===== src/rtl/alu_ctrl_decode_e_pkg.sv =====
// Shared constants for the ID-stage ALU control decoder: ALU codes, RV32I opcodes,
// operand-source selects and the immediate-type code used by imm_gen.
package alu_ctrl_decode_e_pkg;

  localparam logic [3:0] ALU_SLL  = 4'd0;
  localparam logic [3:0] ALU_SRL  = 4'd1;
  localparam logic [3:0] ALU_SRA  = 4'd2;
  localparam logic [3:0] ALU_ADD  = 4'd3;
  localparam logic [3:0] ALU_SUB  = 4'd4;
  localparam logic [3:0] ALU_XOR  = 4'd5;
  localparam logic [3:0] ALU_OR   = 4'd6;
  localparam logic [3:0] ALU_AND  = 4'd7;
  localparam logic [3:0] ALU_SLT  = 4'd8;
  localparam logic [3:0] ALU_SLTU = 4'd9;
  localparam logic [3:0] ALU_LUI  = 4'd10;
  localparam logic [3:0] ALU_CLR  = 4'd11;
  localparam logic [3:0] ALU_REG1 = 4'd12;

  localparam logic [3:0] NOP_ALU_DEFAULT = ALU_ADD;

  localparam logic [6:0] OPC_OP     = 7'b0110011;
  localparam logic [6:0] OPC_OP_IMM = 7'b0010011;
  localparam logic [6:0] OPC_LUI    = 7'b0110111;
  localparam logic [6:0] OPC_AUIPC  = 7'b0010111;
  localparam logic [6:0] OPC_JAL    = 7'b1101111;
  localparam logic [6:0] OPC_JALR   = 7'b1100111;
  localparam logic [6:0] OPC_BRANCH = 7'b1100011;
  localparam logic [6:0] OPC_LOAD   = 7'b0000011;
  localparam logic [6:0] OPC_STORE  = 7'b0100011;
  localparam logic [6:0] OPC_SYSTEM = 7'b1110011;

  localparam logic [6:0] F7_BASE = 7'b0000000;
  localparam logic [6:0] F7_ALT  = 7'b0100000;

  localparam logic [1:0] SRC1_RS1  = 2'b00;
  localparam logic [1:0] SRC1_PC   = 2'b01;
  localparam logic [1:0] SRC1_ZIMM = 2'b10;

  localparam logic [1:0] SRC2_RS2 = 2'b00;
  localparam logic [1:0] SRC2_IMM = 2'b01;
  localparam logic [1:0] SRC2_CSR = 2'b10;

  typedef enum logic [2:0] {
    IMM_NONE = 3'd0,
    IMM_I    = 3'd1,
    IMM_S    = 3'd2,
    IMM_B    = 3'd3,
    IMM_U    = 3'd4,
    IMM_J    = 3'd5,
    IMM_Z    = 3'd6
  } imm_type_t;

  // Base funct3 mapping shared by OP (funct7=0) and OP-IMM; shifts are refined by the caller.
  function automatic logic [3:0] alu_from_funct3(input logic [2:0] funct3);
    case (funct3)
      3'b000:  return ALU_ADD;
      3'b001:  return ALU_SLL;
      3'b010:  return ALU_SLT;
      3'b011:  return ALU_SLTU;
      3'b100:  return ALU_XOR;
      3'b101:  return ALU_SRL;
      3'b110:  return ALU_OR;
      default: return ALU_AND;
    endcase
  endfunction

endpackage


===== src/rtl/alu_ctrl_decode_e_imm_gen.sv =====
// Combinational RV32I immediate extraction (I/S/B/U/J and CSR zimm), selected by
// the decoder's immediate-type code. Takes inst[31:7]; the opcode field is not needed.
module alu_ctrl_decode_e_imm_gen
  import alu_ctrl_decode_e_pkg::*;
#(
  parameter int XLEN = 32
) (
  input  logic [31:7]     inst,
  input  imm_type_t       imm_sel,
  output logic [XLEN-1:0] imm
);

  logic sign;
  assign sign = inst[31];

  // NOTE: every path of a combinational case assigns imm; the default arm keeps it latch-free.
  always_comb begin
    case (imm_sel)
      IMM_I:   imm = {{20{sign}}, inst[31:20]};
      IMM_S:   imm = {{20{sign}}, inst[31:25], inst[11:7]};
      IMM_B:   imm = {{19{sign}}, inst[31], inst[7], inst[30:25], inst[11:8], 1'b0};
      IMM_U:   imm = {inst[31:12], 12'b0};
      IMM_J:   imm = {{11{sign}}, inst[31], inst[19:12], inst[20], inst[30:21], 1'b0};
      IMM_Z:   imm = {27'b0, inst[19:15]};
      default: imm = '0;
    endcase
  end

endmodule


===== src/rtl/alu_ctrl_decode_e.sv =====
// RV32I ID-stage ALU control decoder with ID/EX pipeline register (stall/flush).
// Optional CSR instruction decode is enabled by defining CSR_DECODE_EN.
module alu_ctrl_decode_e
  import alu_ctrl_decode_e_pkg::*;
#(
  parameter int         XLEN    = 32,
  parameter logic [3:0] NOP_ALU = NOP_ALU_DEFAULT
) (
  input  logic            clk,
  input  logic            rst,
  input  logic            bubble_e,
  input  logic            flush_e,
  input  logic [31:0]     inst_d,
  input  logic            inst_valid_d,
  output logic [3:0]      alu_contrl_e,
  output logic [1:0]      alu_src1_e,
  output logic [1:0]      alu_src2_e,
  output logic [XLEN-1:0] imm_e,
  output logic            valid_e,
  output logic            illegal_e
);

  logic [6:0] opcode;
  logic [2:0] funct3;
  logic [6:0] funct7;

  assign opcode = inst_d[6:0];
  assign funct3 = inst_d[14:12];
  assign funct7 = inst_d[31:25];

  logic [3:0]      dec_alu;
  logic [1:0]      dec_src1;
  logic [1:0]      dec_src2;
  imm_type_t       dec_imm_sel;
  logic            dec_illegal;
  logic [XLEN-1:0] dec_imm;

  always_comb begin
    dec_alu     = ALU_ADD;
    dec_src1    = SRC1_RS1;
    dec_src2    = SRC2_RS2;
    dec_imm_sel = IMM_NONE;
    dec_illegal = 1'b0;

    case (opcode)
      OPC_OP: begin
        if (funct7 == F7_BASE)
          dec_alu = alu_from_funct3(funct3);
        else if (funct7 == F7_ALT && funct3 == 3'b000)
          dec_alu = ALU_SUB;
        else if (funct7 == F7_ALT && funct3 == 3'b101)
          dec_alu = ALU_SRA;
        else
          dec_illegal = 1'b1;
      end
      OPC_OP_IMM: begin
        dec_src2    = SRC2_IMM;
        dec_imm_sel = IMM_I;
        dec_alu     = alu_from_funct3(funct3);
        // Shift-immediates reuse funct7 to pick the shift kind; the rest of the imm is free.
        if (funct3 == 3'b001 && funct7 != F7_BASE)
          dec_illegal = 1'b1;
        else if (funct3 == 3'b101) begin
          if (funct7 == F7_ALT)       dec_alu = ALU_SRA;
          else if (funct7 != F7_BASE) dec_illegal = 1'b1;
        end
      end
      OPC_LUI: begin
        dec_alu     = ALU_LUI;
        dec_src2    = SRC2_IMM;
        dec_imm_sel = IMM_U;
      end
      OPC_AUIPC: begin
        dec_src1    = SRC1_PC;
        dec_src2    = SRC2_IMM;
        dec_imm_sel = IMM_U;
      end
      OPC_JALR: begin
        dec_src2    = SRC2_IMM;
        dec_imm_sel = IMM_I;
        dec_illegal = (funct3 != 3'b000);
      end
      OPC_LOAD: begin
        dec_src2    = SRC2_IMM;
        dec_imm_sel = IMM_I;
      end
      OPC_STORE: begin
        dec_src2    = SRC2_IMM;
        dec_imm_sel = IMM_S;
      end
      OPC_JAL: begin
        dec_src1    = SRC1_PC;
        dec_src2    = SRC2_IMM;
        dec_imm_sel = IMM_J;
      end
      OPC_BRANCH: begin
        dec_imm_sel = IMM_B;
      end
`ifdef CSR_DECODE_EN
      OPC_SYSTEM: begin
        dec_src2 = SRC2_CSR;
        case (funct3[1:0])
          2'b01:   dec_alu = ALU_REG1;
          2'b10:   dec_alu = ALU_OR;
          2'b11:   dec_alu = ALU_CLR;
          default: dec_illegal = 1'b1;
        endcase
        if (funct3[2]) begin
          dec_src1    = SRC1_ZIMM;
          dec_imm_sel = IMM_Z;
        end
      end
`endif
      default: dec_illegal = 1'b1;
    endcase

    // Illegal instructions travel down the pipe as a flagged NOP.
    if (dec_illegal) begin
      dec_alu     = NOP_ALU;
      dec_src1    = SRC1_RS1;
      dec_src2    = SRC2_RS2;
      dec_imm_sel = IMM_NONE;
    end
  end

  alu_ctrl_decode_e_imm_gen #(
    .XLEN (XLEN)
  ) u_imm_gen (
    .inst    (inst_d[31:7]),
    .imm_sel (dec_imm_sel),
    .imm     (dec_imm)
  );

  // NOTE: sequential state uses non-blocking assignments so every register samples pre-edge values.
  always_ff @(posedge clk) begin
    if (rst || flush_e || (!bubble_e && !inst_valid_d)) begin
      alu_contrl_e <= NOP_ALU;
      alu_src1_e   <= SRC1_RS1;
      alu_src2_e   <= SRC2_RS2;
      imm_e        <= '0;
      valid_e      <= 1'b0;
      illegal_e    <= 1'b0;
    end else if (!bubble_e) begin
      alu_contrl_e <= dec_alu;
      alu_src1_e   <= dec_src1;
      alu_src2_e   <= dec_src2;
      imm_e        <= dec_imm;
      valid_e      <= 1'b1;
      illegal_e    <= dec_illegal;
    end
  end

endmodule

===== config.mk =====
export PLATFORM = sky130hd
export DESIGN_NAME = alu_ctrl_decode_e
export DESIGN_NICKNAME = d
export VERILOG_FILES = /design/src/rtl/alu_ctrl_decode_e_pkg.sv /design/src/rtl/alu_ctrl_decode_e_imm_gen.sv /design/src/rtl/alu_ctrl_decode_e.sv
export SDC_FILE = /design/constraint.sdc
export NUM_CORES = 1
export LEC_CHECK = 0
export CAP_MARGIN = 0
export CORE_MARGIN = 4
export CORE_UTILIZATION = 45
export DETAILED_ROUTE_END_ITERATION = 16
export PLACE_DENSITY = 0.89
export SYNTH_ARGS = -nofsm -noshare
export SYNTH_HDL_FRONTEND = slang
export SYNTH_HIERARCHICAL = 1
export SYNTH_SLANG_ARGS = --single-unit

===== constraint.sdc =====
create_clock -name clk -period 3.65 [get_ports clk]
set_input_delay 0.365 -clock clk [delete_from_list [all_inputs] [get_ports clk]]
set_output_delay 0.365 -clock clk [all_outputs]
set_load 0.005 [all_outputs]

Yosys cells after proc, flatten, opt, wreduce, memory -nomap -nowiden:

Cells that the tools add are included.

* $lt $le $gt $ge: 0
* multipliers: 0
* add/subtract/negate cells: 0
* divide/modulo/power cells: 0
* bitwise gates (word level): 0
* shift operators: 0
* reductions and logical operators: 17
* mux-type cells: 24
* equality and inequality tests: 22

Operators by type and width (count)
* 32-bit case mux with 6 select lines: 1
* 7-bit by 6-bit equality test with 1-bit output (second input constant): 4
* 4-bit case mux with 7 select lines: 1
* 7-bit equality test (second input constant): 3
* 4-bit two-way mux: 5
* 3-bit equality test (second input constant): 6
* 3-bit case mux with 5 select lines: 1
* 7-bit by 5-bit equality test with 1-bit output (second input constant): 2
* 3-bit by 2-bit equality test with 1-bit output (second input constant): 4
* 4-bit case mux with 3 select lines: 1
* 1-bit two-way mux: 10
* 7-bit by 2-bit equality test with 1-bit output (second input constant): 1
* 7-bit zero test: 1
* 7-bit nonzero test: 1
* 7-bit OR reduction: 1
* 3-bit by 1-bit equality test with 1-bit output (second input constant): 2
* 3-bit two-way mux: 2
* 6-bit OR reduction: 1
* 1-bit logical AND: 4
* 2-bit two-way mux: 2
* 1-bit case mux with 4 select lines: 1
* 2-bit OR reduction: 2
* 3-bit zero test: 1
* 3-bit nonzero test: 1
* 3 further kinds: 5

* latch bits: 0
* logic and storage cells: 69
* bits in writable memories: 0
* memory bits (read-only): 0
* flip-flop bits (word level): 42
* bits of input ports: 37
* output and inout bits: 42
* memories kept: 0

Depth between registers and ports, before layout:

Gate-level depths: netlist (run 1).

* depth in word-level cells: 9
* depth in mapped cells: 13
* mapped depth without buffers: 10

Hierarchy:

The synthesis (run 1) kept the hierarchy.

Modules (own cells, without submodules)
* alu_ctrl_decode_e: cells an instance 198, instances 1, area each 1820.5 sq um, seq. area each 800.8 sq um
* alu_ctrl_decode_e_imm_gen: cells an instance 74, instances 1, area each 445.4 sq um, seq. area each 0.0 sq um

Worst setup path before layout (run 1):

Ideal clock, no wire load.

* path type: input port to flip-flop
* from: in inst_d[26]
* to: reg imm_e[27]
* setup slack: 0.762 ns
* data required time: 3.522 ns
* path buffers: 2
* data arrival time: 2.761 ns
* setup time: 0.128 ns
* stages on the path: 12
* cell sequence: or4_4 -> nor3_2 -> a221oi_2 -> or4_1 -> a21oi_1 -> and2b_1 -> buf_4 -> buf_6 -> nand2_1 -> o21ai_0 -> mux2i_1 -> nor2_1

* word-level cells in the longest chain between the ends: 9
* elaborated cells on any way between the ends: 22
* those cells by class: eq/ne (7); mux (10); reduce/logical (5)

Ends and longest elaborated chain
* start: declaration: RTL line alu_ctrl_decode_e.sv:13 `input logic [31:0] inst_d,`
* 7-bit nonzero test or 7-bit by 6-bit equality test with 1-bit output (tied branches)
* 1-bit two-way mux or 1-bit logical AND (tied branches): RTL line alu_ctrl_decode_e.sv:65, alu_ctrl_decode_e.sv:51
* 1-bit two-way mux (on tied branches): RTL line alu_ctrl_decode_e.sv:64, alu_ctrl_decode_e.sv:51
* 1-bit two-way mux (on tied branches): RTL line alu_ctrl_decode_e.sv:63, alu_ctrl_decode_e.sv:49
* 1-bit two-way mux (on tied branches): RTL line alu_ctrl_decode_e.sv:61, alu_ctrl_decode_e.sv:47
* 1-bit case mux with 4 select lines (*): RTL line alu_ctrl_decode_e.sv:45 `case (opcode)`
* 3-bit two-way mux (*): RTL line alu_ctrl_decode_e.sv:118 `if (dec_illegal) begin`
* via dec_imm_sel[0]: RTL line alu_ctrl_decode_e.sv:34 `imm_type_t dec_imm_sel;`
* 3-bit equality test, or another cell as far along: RTL line alu_ctrl_decode_e_imm_gen.sv:18 `case (imm_sel)`
* 32-bit case mux with 6 select lines (*): RTL line alu_ctrl_decode_e_imm_gen.sv:18
* via dec_imm[27]: RTL line alu_ctrl_decode_e.sv:36 `logic [XLEN-1:0] dec_imm;`
* end signal: assignment: RTL line alu_ctrl_decode_e.sv:147 `imm_e <= dec_imm;`
* end: declaration: RTL line alu_ctrl_decode_e.sv:18 `output logic [XLEN-1:0] imm_e,`

Mark *: on every way through the listed nets, which the timed path passes. The rest lies on a longest branch.
A chain may end at the register's enable or synchronous reset.

Worst setup path in the final report (run 1):

* from: in inst_d[26]
* to: reg imm_e[23]

Same word-level chain as after synthesis.

==> out/qor.txt, run 1 <==
Status = completed
Port-buffer cells = 76
Area of combinational cells with multiple inputs = 1370 um2
Share of synthesized area occupied by flip-flops and latches = 35.3%
GR Overflow Total = 0
Initial core utilization = 47.3%
Gate count after technology mapping = 272
Post-route fraction of the period consumed by the critical path = 89.7%
Antenna violations before repair = 0
Total number of yosys warnings = 6
Die Width = 79.0 um
CTS-repair resized insts = 0
First-pass GRT wire length = 10.2 mm
Endpoint type of the worst setup path = flop
Via count of the first global-routing pass = 2,149
Core ar. = 4790 um2
First drt pass iteration count = 5
Mapped Area = 2270 um2
Routed Antenna Nets = 0
Post-route DRC violation count = 0
Minimum period implied by the final worst setup slack = 3.27 ns
Number of placement rows = 25
Root buffer cell = sky130_fd_sc_hd__clkbuf_8
Maximum VDD drop = 0.210 mV
Layout area overhead = 39.8%
Final setup fails = 0
Ant. Diodes = 0
R2r setup slk = 2.90 ns
Most common cell after layout, fill and taps aside = sky130_fd_sc_hd__clkdlybuf4s50_1
Die Span Y = 79.0 um
Storage cell area = 801 um2
Number of levels the H-tree was split into = 2
Final TNS setup = 0 ns
Unrepaired setup endpoints after global routing = false
Flops & latches, synth = 40
Least-Margin Pin Slew = 0.629 ns
Fraction of layout cells with a size suffix above 1 = 9.65%
Ys flop type = sky130_fd_sc_hd__dfxtp_1
Aggregate routed wire length = 6.13 mm
WP data arrival = 3.51 ns
I/O pin count = 79
Via-per-instance ratio = 5.46
Total power per unit cell area = 291 nW/um2
GR Util All Layers = 20.1%
Average instance area after synthesis = 8.33 um2
Final worst clock skew = 0 ns
Clock tree from TritonCTS = built
Critical-path maximum fanout = 11
Most used cells in the layout excluding fill and tap cells = sky130_fd_sc_hd__clkdlybuf4s50_1, sky130_fd_sc_hd__nor2_1, sky130_fd_sc_hd__dfxtp_1
Number of enable flip-flop cells after synthesis = 0
Share of the core filled with cells = 66.2%
Worst rel slew slack = 58.1%
Hold Path Class = flop to flop
Clock slew at the register clock pins of the worst setup and hold paths = 0.07 ns
Routed wirelength normalized by instance count = 15.0 um
Hold violation count in the final report = 0
Post-synthesis async set-or-reset flop share = 0%
# hold bufs at CTS = 0
Die Footprint = 6230 um2
Clock Latency Late Sink = 0.29 ns
Post-layout nets = 378
Number of sinks handled by clock tree synthesis = 40
Maximum number of pins on one net before global-route repair = 45
Distinct cell type count after synthesis = 55
Initial detailed-routing violation count = 277
Critical path type = input pin to flop
Filler Cell Count = 411
Total CTS buffers = 5
Longest Clk Path Bufs = 2
Number of max-cap violations = 0
Max-slew violation count = 0
Via count of the routed design = 2,234
Routability cong. = 0.909
Leakage power summed over all cells = 1.26 nW
Placed wire-length estimate = 4.50 mm
Maximum frequency from static timing analysis = 305 MHz
Critical path launch point type = input pin
Critical path required time = 3.88 ns
Post-CTS setup repair buffer count = 0
## layer usage
layer / wire [um] / vias to the layer above / GRT usage [%]
met2: 2960 / 124 / 32.7
met3: 438 / 14 / 4.20
met5: 0 / - / 0
met1: 2630 / 1005 / 26.9
li1: - / 1091 / -
met4: 98 / 0 / 5.84
## final timing paths
check,startpoint,endpoint,cells after the start
hold reg to reg,valid_e,valid_e,2
hold / removal,valid_e,valid_e,2
setup reg to reg,alu_src2_e[0],alu_src2_e[0],2
setup / recovery,inst_d[26],imm_e[23],12
## layout make-up
class                      count  share of cell area (%)
multi-input combinational    210                    43.1
inverter                       3                   0.356
tap                           67                    2.65
clock inverter                 3                    1.34
sequential                    40                    25.3
clock buffer                   5                    2.17
timing repair buffer          81                    25.0
## cells in the mapped netlist (all sizes together) (2+ instances only)
master  count  area [um2]
a32oi       5        43.8
a21o        9        67.6
buf         9        60.1
dfxtp      40         801
a21oi       9        45.0
mux2i      33         330
and2b       5        40.0
mux2        2        22.5
or3         4        30.0
or4         4        33.8
nand2      29         109
inv         3        11.3
clkbuf     11        41.3
o21ai      21         109
nor3        6        35.0
nand3       3        15.0
nor2       43         161
a221oi      2        30.0
nor4b       2        23.8
nor3b       3        27.5
nand2b      2        12.5
and2        6        40.0
or2         2        15.0
and4bb      2        25.0
## flip-flops by register name (all words and copies together) (netlist names)
signal / count
alu_contrl_e: 4
alu_src1_e: 1
alu_src2_e: 1
illegal_e: 1
imm_e: 32
valid_e: 1
## power by group
group	switching, mW	total, mW	internal (mW)
logic	0.0622	0.126	0.0640
registers	0.000981	0.439	0.438
clock network	0.155	0.357	0.202
## worst max-delay path, stage by stage
cell                              delay (ns)
sky130_fd_sc_hd__clkdlybuf4s50_1        0.45
sky130_fd_sc_hd__or4_4                  0.59
sky130_fd_sc_hd__nor3_2                 0.23
sky130_fd_sc_hd__a221oi_2               0.13
sky130_fd_sc_hd__or4_1                  0.53
sky130_fd_sc_hd__a21oi_1                0.20
sky130_fd_sc_hd__buf_4                  0.17
sky130_fd_sc_hd__and2b_1                0.27
sky130_fd_sc_hd__o21ai_2                0.17
sky130_fd_sc_hd__o21ai_0                0.18
sky130_fd_sc_hd__mux2i_1                0.12
sky130_fd_sc_hd__nor2_1                 0.10
## stage by stage
| stage | cell area (um2) | cells | hold WS, ns | total power [mW] | worst slack [ns] |
|---|---|---|---|---|---|
| final | 3170 | 409 | 0.466 | 0.922 | 0.376 |
| after global routing | 3170 | 409 | 0.497 | 0.959 | 0.198 |
| after CTS | 3170 | 409 | 0.469 | 0.925 | 0.422 |
| after detailed placement | 3060 | 401 | 0.457 | 0.574 | 0.127 |
| after global placement | 3060 | 401 | 0.440 | 0.572 | 0.257 |
| after floorplan | 2270 | 273 | 0.447 | 0.510 | 0.762 |
## cells by family after synthesis
logic type	after synthesis	share of synthesized area [%]
xor gates and xnor gates	1	0.387
muxes	35	15.6
buffers and inverters	23	4.97
other	1	0.165
AOI/OAI and AO/OA	56	16.6
and+or+nand+nor	116	26.9
DFF	40	35.3
Power figures use the tool's default switching activity.
==> inputs of run 2 (changes only) <==
--- a/config.mk
+++ b/config.mk
@@ -5,7 +5,7 @@
 export SDC_FILE = /design/constraint.sdc
 export NUM_CORES = 1
 export LEC_CHECK = 0
-export CAP_MARGIN = 0
+export CAP_MARGIN = 15
 export CORE_MARGIN = 4
 export CORE_UTILIZATION = 45
 export DETAILED_ROUTE_END_ITERATION = 16
==> results of run 2 <==
Same layout as run 1: the final DEF is identical, and so are final timing and power.
